===== config.mk =====
export PLATFORM = sky130hd
export DESIGN_NAME = alu74181_nibble_seq_flat
export DESIGN_NICKNAME = d
export VERILOG_FILES = /design/src/rtl/alu74181_nibble_seq_if.sv /design/src/rtl/alu74181_nibble_seq.sv /design/src/flat_wrapper.sv
export SDC_FILE = /design/constraint.sdc
export NUM_CORES = 1
export LEC_CHECK = 0
export BUFFER_PORTS_ARGS = -buffer_cell sky130_fd_sc_hd__buf_4
export CELL_PAD_IN_SITES_DETAIL_PLACEMENT = 1
export CELL_PAD_IN_SITES_GLOBAL_PLACEMENT = 2
export CORE_AREA = 2 2 113 104
export DETAILED_ROUTE_END_ITERATION = 12
export DIE_AREA = 0 0 115 106
export GPL_ROUTABILITY_DRIVEN = 0
export PLACE_DENSITY_LB_ADDON = 0.08
export SLEW_MARGIN = 20
export SYNTH_ARGS = -nofsm -noshare
export SYNTH_HDL_FRONTEND = slang
export SYNTH_SLANG_ARGS = --single-unit

===== constraint.sdc =====
create_clock -name clk -period 4.64 [get_ports clk]
set_input_delay 0.928 -clock clk [delete_from_list [all_inputs] [get_ports clk]]
set_output_delay 0.928 -clock clk [all_outputs]
set_load 0.05 [all_outputs]

===== src/rtl/alu74181_nibble_seq_if.sv =====
// Start/busy/done handshake and operand/result bus for the nibble-serial 74181 sequencer.
// The master drives the request, the slave (sequencer) returns status and result.
interface alu74181_nibble_seq_if #(
  parameter int unsigned N_NIBBLES = 4
) ();
  localparam int unsigned W = 4 * N_NIBBLES;

  logic         start;
  logic [2:0]   op;
  logic [W-1:0] a;
  logic [W-1:0] b;
  logic         busy;
  logic         done;
  logic [W-1:0] result;
  logic         carry_out;
  logic         zero;

  modport master (
    output start, op, a, b,
    input  busy, done, result, carry_out, zero
  );

  modport slave (
    input  start, op, a, b,
    output busy, done, result, carry_out, zero
  );
endinterface


===== src/rtl/alu74181_nibble_seq.sv =====
// 74181 4-bit ALU slice (active-high data, active-low carries) and a controller that runs it
// one nibble per clock, LSB first, with the slice carry registered between nibbles.
module alu74181 (
  input  logic [3:0] a,
  input  logic [3:0] b,
  input  logic [3:0] s,
  input  logic       m,
  input  logic       cn,
  output logic [3:0] f,
  output logic       cn4,
  output logic       g,
  output logic       p,
  output logic       aeqb
);
  logic [3:0] x;
  logic [3:0] y;
  logic [4:0] c;
  logic       gen;

  always_comb begin
    // x is the inverted per-bit propagate, y the inverted per-bit generate
    x    = ~(a | (b & {4{s[0]}}) | (~b & {4{s[1]}}));
    y    = ~((a & ~b & {4{s[2]}}) | (a & b & {4{s[3]}}));
    c    = '0;
    c[0] = ~cn;
    for (int i = 0; i < 4; i++) begin
      c[i+1] = ~y[i] | (~x[i] & c[i]);
    end
    f    = ~(x ^ y) ^ ({4{~m}} & ~c[3:0]);
    cn4  = ~c[4];
    gen  = ~y[3] | (~x[3] & ~y[2]) | (~x[3] & ~x[2] & ~y[1]) | (~x[3] & ~x[2] & ~x[1] & ~y[0]);
    g    = ~gen;
    p    = ~(&(~x));
    aeqb = &f;
  end
endmodule

module alu74181_nibble_seq #(
  parameter int unsigned N_NIBBLES = 4
) (
  input logic                 clk,
  input logic                 rst_n,
  alu74181_nibble_seq_if.slave bus
);
  localparam int unsigned W    = 4 * N_NIBBLES;
  localparam int unsigned IdxW = (N_NIBBLES > 1) ? $clog2(N_NIBBLES) : 1;
  localparam logic [IdxW-1:0] LastIdx = IdxW'(N_NIBBLES - 1);

  typedef enum logic [1:0] {StIdle, StRun, StDone} state_e;

  typedef struct packed {
    logic [3:0] s;
    logic       m;
  } ctrl_t;

  function automatic ctrl_t decode(input logic [2:0] opc);
    ctrl_t ctl;
    case (opc)
      3'b000:  ctl = '{s: 4'b1001, m: 1'b0};
      3'b001:  ctl = '{s: 4'b0110, m: 1'b0};
      3'b010:  ctl = '{s: 4'b1011, m: 1'b1};
      3'b011:  ctl = '{s: 4'b1110, m: 1'b1};
      3'b100:  ctl = '{s: 4'b0110, m: 1'b1};
      3'b101:  ctl = '{s: 4'b0000, m: 1'b1};
      3'b110:  ctl = '{s: 4'b0000, m: 1'b0};
      default: ctl = '{s: 4'b1111, m: 1'b0};
    endcase
    return ctl;
  endfunction

  // Initial carry-in, active low: SUB and INC inject a +1, everything else starts clear
  function automatic logic start_cn(input logic [2:0] opc);
    return !(opc == 3'b001 || opc == 3'b110);
  endfunction

  state_e          state_q;
  logic [W-1:0]    a_q;
  logic [W-1:0]    b_q;
  logic [2:0]      op_q;
  logic [IdxW-1:0] idx_q;
  logic            cn_q;
  logic            busy_q;
  logic            done_q;
  logic [W-1:0]    result_q;
  logic            carry_out_q;
  logic            zero_q;

  ctrl_t        run_ctrl;
  logic [3:0]   slice_a;
  logic [3:0]   slice_b;
  logic [3:0]   slice_f;
  logic         slice_cn4;
  logic         unused_g;
  logic         unused_p;
  logic         unused_aeqb;
  logic [W-1:0] result_nxt;

  assign run_ctrl = decode(op_q);
  assign slice_a  = a_q[{idx_q, 2'b00} +: 4];
  assign slice_b  = b_q[{idx_q, 2'b00} +: 4];

  alu74181 u_slice (
    .a    (slice_a),
    .b    (slice_b),
    .s    (run_ctrl.s),
    .m    (run_ctrl.m),
    .cn   (cn_q),
    .f    (slice_f),
    .cn4  (slice_cn4),
    .g    (unused_g),
    .p    (unused_p),
    .aeqb (unused_aeqb)
  );

  always_comb begin
    result_nxt                         = result_q;
    result_nxt[{idx_q, 2'b00} +: 4]    = slice_f;
  end

  always_ff @(posedge clk) begin
    if (!rst_n) begin
      state_q     <= StIdle;
      a_q         <= '0;
      b_q         <= '0;
      op_q        <= '0;
      idx_q       <= '0;
      cn_q        <= 1'b1;
      busy_q      <= 1'b0;
      done_q      <= 1'b0;
      result_q    <= '0;
      carry_out_q <= 1'b0;
      zero_q      <= 1'b0;
    end else begin
      case (state_q)
        StRun: begin
          result_q <= result_nxt;
          cn_q     <= slice_cn4;
          if (idx_q == LastIdx) begin
            state_q     <= StDone;
            busy_q      <= 1'b0;
            done_q      <= 1'b1;
            carry_out_q <= run_ctrl.m ? 1'b0 : ~slice_cn4;
            zero_q      <= (result_nxt == '0);
          end else begin
            idx_q <= idx_q + IdxW'(1);
          end
        end
        default: begin
          // Idle and Done both accept a new request; result and flags hold until then
          done_q <= 1'b0;
          if (bus.start) begin
            state_q <= StRun;
            a_q     <= bus.a;
            b_q     <= bus.b;
            op_q    <= bus.op;
            idx_q   <= '0;
            cn_q    <= start_cn(bus.op);
            busy_q  <= 1'b1;
          end else begin
            state_q <= StIdle;
          end
        end
      endcase
    end
  end

  assign bus.busy      = busy_q;
  assign bus.done      = done_q;
  assign bus.result    = result_q;
  assign bus.carry_out = carry_out_q;
  assign bus.zero      = zero_q;
endmodule


===== src/flat_wrapper.sv =====
// flat-port wrapper written by rule: the top's interface ports become plain ports
module alu74181_nibble_seq_flat 
#(
  parameter int unsigned N_NIBBLES = 4
)
  (clk, rst_n, bus_start, bus_op, bus_a, bus_b, bus_busy, bus_done, bus_result, bus_carry_out, bus_zero);
  alu74181_nibble_seq_if #(.N_NIBBLES(N_NIBBLES)) bus_i ();
  input logic clk;
  input logic rst_n;
  input wire logic [$bits(bus_i.start)-1:0] bus_start;
  input wire logic [$bits(bus_i.op)-1:0] bus_op;
  input wire logic [$bits(bus_i.a)-1:0] bus_a;
  input wire logic [$bits(bus_i.b)-1:0] bus_b;
  output wire logic [$bits(bus_i.busy)-1:0] bus_busy;
  output wire logic [$bits(bus_i.done)-1:0] bus_done;
  output wire logic [$bits(bus_i.result)-1:0] bus_result;
  output wire logic [$bits(bus_i.carry_out)-1:0] bus_carry_out;
  output wire logic [$bits(bus_i.zero)-1:0] bus_zero;
  assign bus_i.start = bus_start;
  assign bus_i.op = bus_op;
  assign bus_i.a = bus_a;
  assign bus_i.b = bus_b;
  assign bus_busy = bus_i.busy;
  assign bus_done = bus_i.done;
  assign bus_result = bus_i.result;
  assign bus_carry_out = bus_i.carry_out;
  assign bus_zero = bus_i.zero;
  alu74181_nibble_seq #(.N_NIBBLES(N_NIBBLES)) u_core (.clk(clk), .rst_n(rst_n), .bus(bus_i));
endmodule

==> tab_implementation.tex <==
\begin{tabular}{lr}
\hline
Metric & Value \\
\hline
\multicolumn{2}{l}{\textbf{Synth}} \\
FFs w/ async S/R, synth & 0\% \\
Total of flip-flops plus latches after synthesis & 60 \\
Gate count of the mapped netlist & 454 \\
Yosys warns & 0 \\
Synth Area in XOR/XNOR & 3.64\% \\
Number of enable flip-flop cells after synthesis & 0 \\
Synth Cell Area & 3580 sq um \\
Sequential-to-total area share from yosys stat & 33.6\% \\
Mapped Avg Cell Area & 7.88 sq um \\
Ys flop type & dfxtp\_1 \\
Synth Area in Compound Gates & 23.1\% \\
Dominant combinational cell family by area after synthesis & simple AND/OR/NAND/NOR gates \\
Area share of and/or/nand/nor cells after synthesis & 23.5\% \\
Mux contribution to synthesized area & 6.96\% \\
Post-Synth Adder-Cell Area & 2.69\% \\
Syn Nets & 498 \\
Post-synth cell types & 65 \\
\multicolumn{2}{l}{\textbf{Clock tree}} \\
Number of buffers added by the clock tree synthesis step & 9 \\
Post-CTS repair timing setup buffer count & 0 \\
H-tree level count & 3 \\
Root Driver & clkbuf\_16 \\
Bufs on Longest Clock Path & 2 \\
Latest clock arrival within the worst-skew pair & 0.34 ns \\
\# hold bufs at CTS & 0 \\
Post-CTS Resized & 0 \\
Clock tree sinks & 60 \\
Clock slew seen by the registers of the worst setup and hold paths & 0.06 ns \\
CTS tree & yes \\
\multicolumn{2}{l}{\textbf{Power}} \\
Total power divided by cell area & 360 nW/um\^{}2 \\
Switching share of power & 30.3\% \\
Worst ir drop on vdd & 164 uV \\
Lkg Pwr & 1.66 nW \\
Internal power summed over all cells & 1.09 mW \\
Power spent charging and discharging nets & 0.474 mW \\
Relative contribution of combinational cells to total power & 20.8\% \\
Fraction of power consumed by the clock network & 42.9\% \\
Proportion of power drawn by flip-flops and latches & 36.3\% \\
\multicolumn{2}{l}{\textbf{Route}} \\
Post-detailed-routing wire length & 11200 microns \\
Antenna Violating Nets Remaining & 0 \\
Iter 0 DRT Violations & 167 \\
Count of vias placed by the detailed router & 3394 \\
Drt first pass iters & 4 \\
Number of remaining DRC errors & 0 \\
Number of vias per cell & 5.26 \\
DR WL/cell & 17.3 microns \\
\multicolumn{2}{l}{\textbf{STA}} \\
Actual slew at the worst max-slew pin & 0.934 ns \\
Worst setup skew after layout & 0.00540 ns \\
Portion of the clock cycle consumed by the worst path in the final layout & 81.2\% \\
Endpoints failing hold & 0 \\
Worst slew margin relative to its limit & 37.6\% \\
Fin. max-slew vios & 0 \\
Maximum clock frequency & 0.266 GHz \\
RSZ-0062 raised after global routing & no \\
Final Critical Period & 3.77 ns \\
Post-route setup TNS & 0 ns \\
Final setup fails & 0 \\
\multicolumn{2}{l}{\textbf{Floorplan}} \\
Die Span Y & 106 microns \\
Initial Utilization & 32.2\% \\
Number of rows in the core area & 37 \\
Top-Level Pins & 58 \\
Total core area & 11100 sq um \\
Horizontal die dimension & 115 microns \\
Die footprint & 12200 sq um \\
\multicolumn{2}{l}{\textbf{Critical path}} \\
CP max FO & 12 \\
Critical path data arrival time & 3.96 ns \\
Required time at the endpoint of the critical path & 4.84 ns \\
Startpoint Class & register \\
Kind of critical path & register to register \\
Critical path endpoint category & register \\
\multicolumn{2}{l}{\textbf{GRT}} \\
Global-route usage over all layers & 19.2\% \\
Maximum number of pins on one net before global-route repair & 53 \\
Global route total overflow & 0 \\
First-pass GRT wire length & 18200 microns \\
Vias in the first global route & 3529 \\
Number of antenna violations at the first check in global routing & 0 \\
\multicolumn{2}{l}{\textbf{Finish}} \\
Most common cell after layout, fill and taps aside & nand2\_1 \\
Most used cells in the layout excluding fill and tap cells & nand2\_1 (113), buf\_4 (68), dfxtp\_1 (60) \\
Layout cell share with drive strength beyond 1 & 20.6\% \\
Final Instance Count excl. Fillers & 645 \\
Area overhead of the layout relative to synthesis & 21.7\% \\
Diode count & 0 \\
Count of nets after finishing & 548 \\
\multicolumn{2}{l}{\textbf{Placed design}} \\
Placed wire-length estimate & 8050 microns \\
Number of cells after detailed placement & 629 \\
Number of port buffers & 57 \\
\multicolumn{2}{l}{\textbf{Job}} \\
Number of maximum-capacitance constraint violations & 0 \\
\multicolumn{2}{l}{\textbf{Hold path}} \\
Type of the most critical hold path & register to register \\
\multicolumn{2}{l}{\textbf{Run status}} \\
Run status & complete, no violations \\
\hline
\end{tabular}
[registers in the layout, summed over array words and instances (netlist names)]
signal and flops:
u_core.a_q 16, u_core.b_q 16, u_core.bus.busy 1, u_core.bus.carry_out 1
u_core.bus.done 1, u_core.bus.result 16, u_core.bus.zero 1, u_core.cn_q 1
u_core.idx_q 2, u_core.op_q 3, u_core.state_q 2
[cells by family (layout without fill, tap and decap cells)]
family / count (synthesis) / count (layout)
AND/OR/NAND/NOR: 192 / 192
AO/OA/AOI/OAI: 128 / 128
flip-flops: 60 / 60
buffers and inverters: 38 / 93
XOR/XNOR: 14 / 14
multiplexers: 14 / 14
adder cells (fa/ha/maj): 8 / 8
[metal layers]
| metal | track usage [%] | part of all wire, % | vias to the layer above |
|---|---|---|---|
| met1 | 25.7 | 49 | 1632 |
| met2 | 31.3 | 47 | 45 |
| li1 | - | - | 1705 |
| met3 | 4.33 | 2.7 | 12 |
| met5 | 0 | 0 | - |
| met4 | 4.82 | 1.2 | 0 |
[worst paths after layout]
kind / start / to / slack [ns] / depth (start not counted)
max: u_core.idx_q[0]$_SDFFE_PN0P_ / u_core.bus.result[15]$_SDFFE_PN0P_ / 0.87 / 9
min: u_core.b_q[4]$_SDFFE_PN0P_ / u_core.b_q[4]$_SDFFE_PN0P_ / 0.46 / 2
max reg2reg: u_core.idx_q[0]$_SDFFE_PN0P_ / u_core.bus.result[15]$_SDFFE_PN0P_ / 0.87 / 9
min reg2reg: u_core.b_q[4]$_SDFFE_PN0P_ / u_core.b_q[4]$_SDFFE_PN0P_ / 0.46 / 2
[synth_stat cells (all sizes together) (7+ instances only)]
cell	number	share of area (%)
nor4	7	1.2
clkbuf	25	4.9
and2	7	1.2
nand2	113	12
nor2	30	3.1
dfxtp	60	34
nand2b	7	1.2
xnor2	13	3.4
o21ai	23	3.3
a21oi	54	7.6
mux4	8	5.3
inv	8	0.84
nand3	7	0.98
a22oi	9	1.9
[per-stage QoR]
step / cell area, sq um / setup slack [ns] / utilization, % / power, mW / hold WS (ns)
after detailed placement: 4060 / 0.886 / 36.6 / 0.909 / 0.453
after global routing: 4350 / 0.557 / 39.2 / 1.65 / 0.493
after floorplan: 3580 / 1.37 / - / 0.803 / 0.432
final: 4350 / 0.874 / 39.2 / 1.57 / 0.457
after CTS: 4350 / 0.866 / 39.2 / 1.59 / 0.461
after global placement: 4060 / 0.967 / 36.6 / 0.902 / 0.442
[worst max-delay path, cell delays in order (launching register included)]
cell,delay [ns]
dfxtp_1,0.64
mux4_2,0.72
or2b_2,0.37
a221oi_2,0.35
o21ai_2,0.14
maj3_2,0.38
mux2i_1,0.13
or4_1,0.43
a21oi_1,0.35
o31ai_1,0.10
[power groups by stage]
stage          clock [mW]  combinational (mW)  sequential, mW
2_1_floorplan           0               0.227           0.576
3_3_place_gp            0               0.323           0.579
3_5_place_dp            0               0.329           0.580
4_1_cts             0.690               0.330           0.568
5_1_grt             0.714               0.364           0.572
6_report            0.671               0.326           0.568
[layout make-up]
cell class | count | area [sq um]
clock buffers | 10 | 229
multi-input cells | 356 | 2150
repair buffers | 68 | 510
clock inverters | 6 | 63.8
fillers | 1384 | 6760
inverters | 9 | 33.8
well taps | 136 | 170
flip-flops and latches | 60 | 1200
No activity file was read; power rests on OpenSTA's default activity.
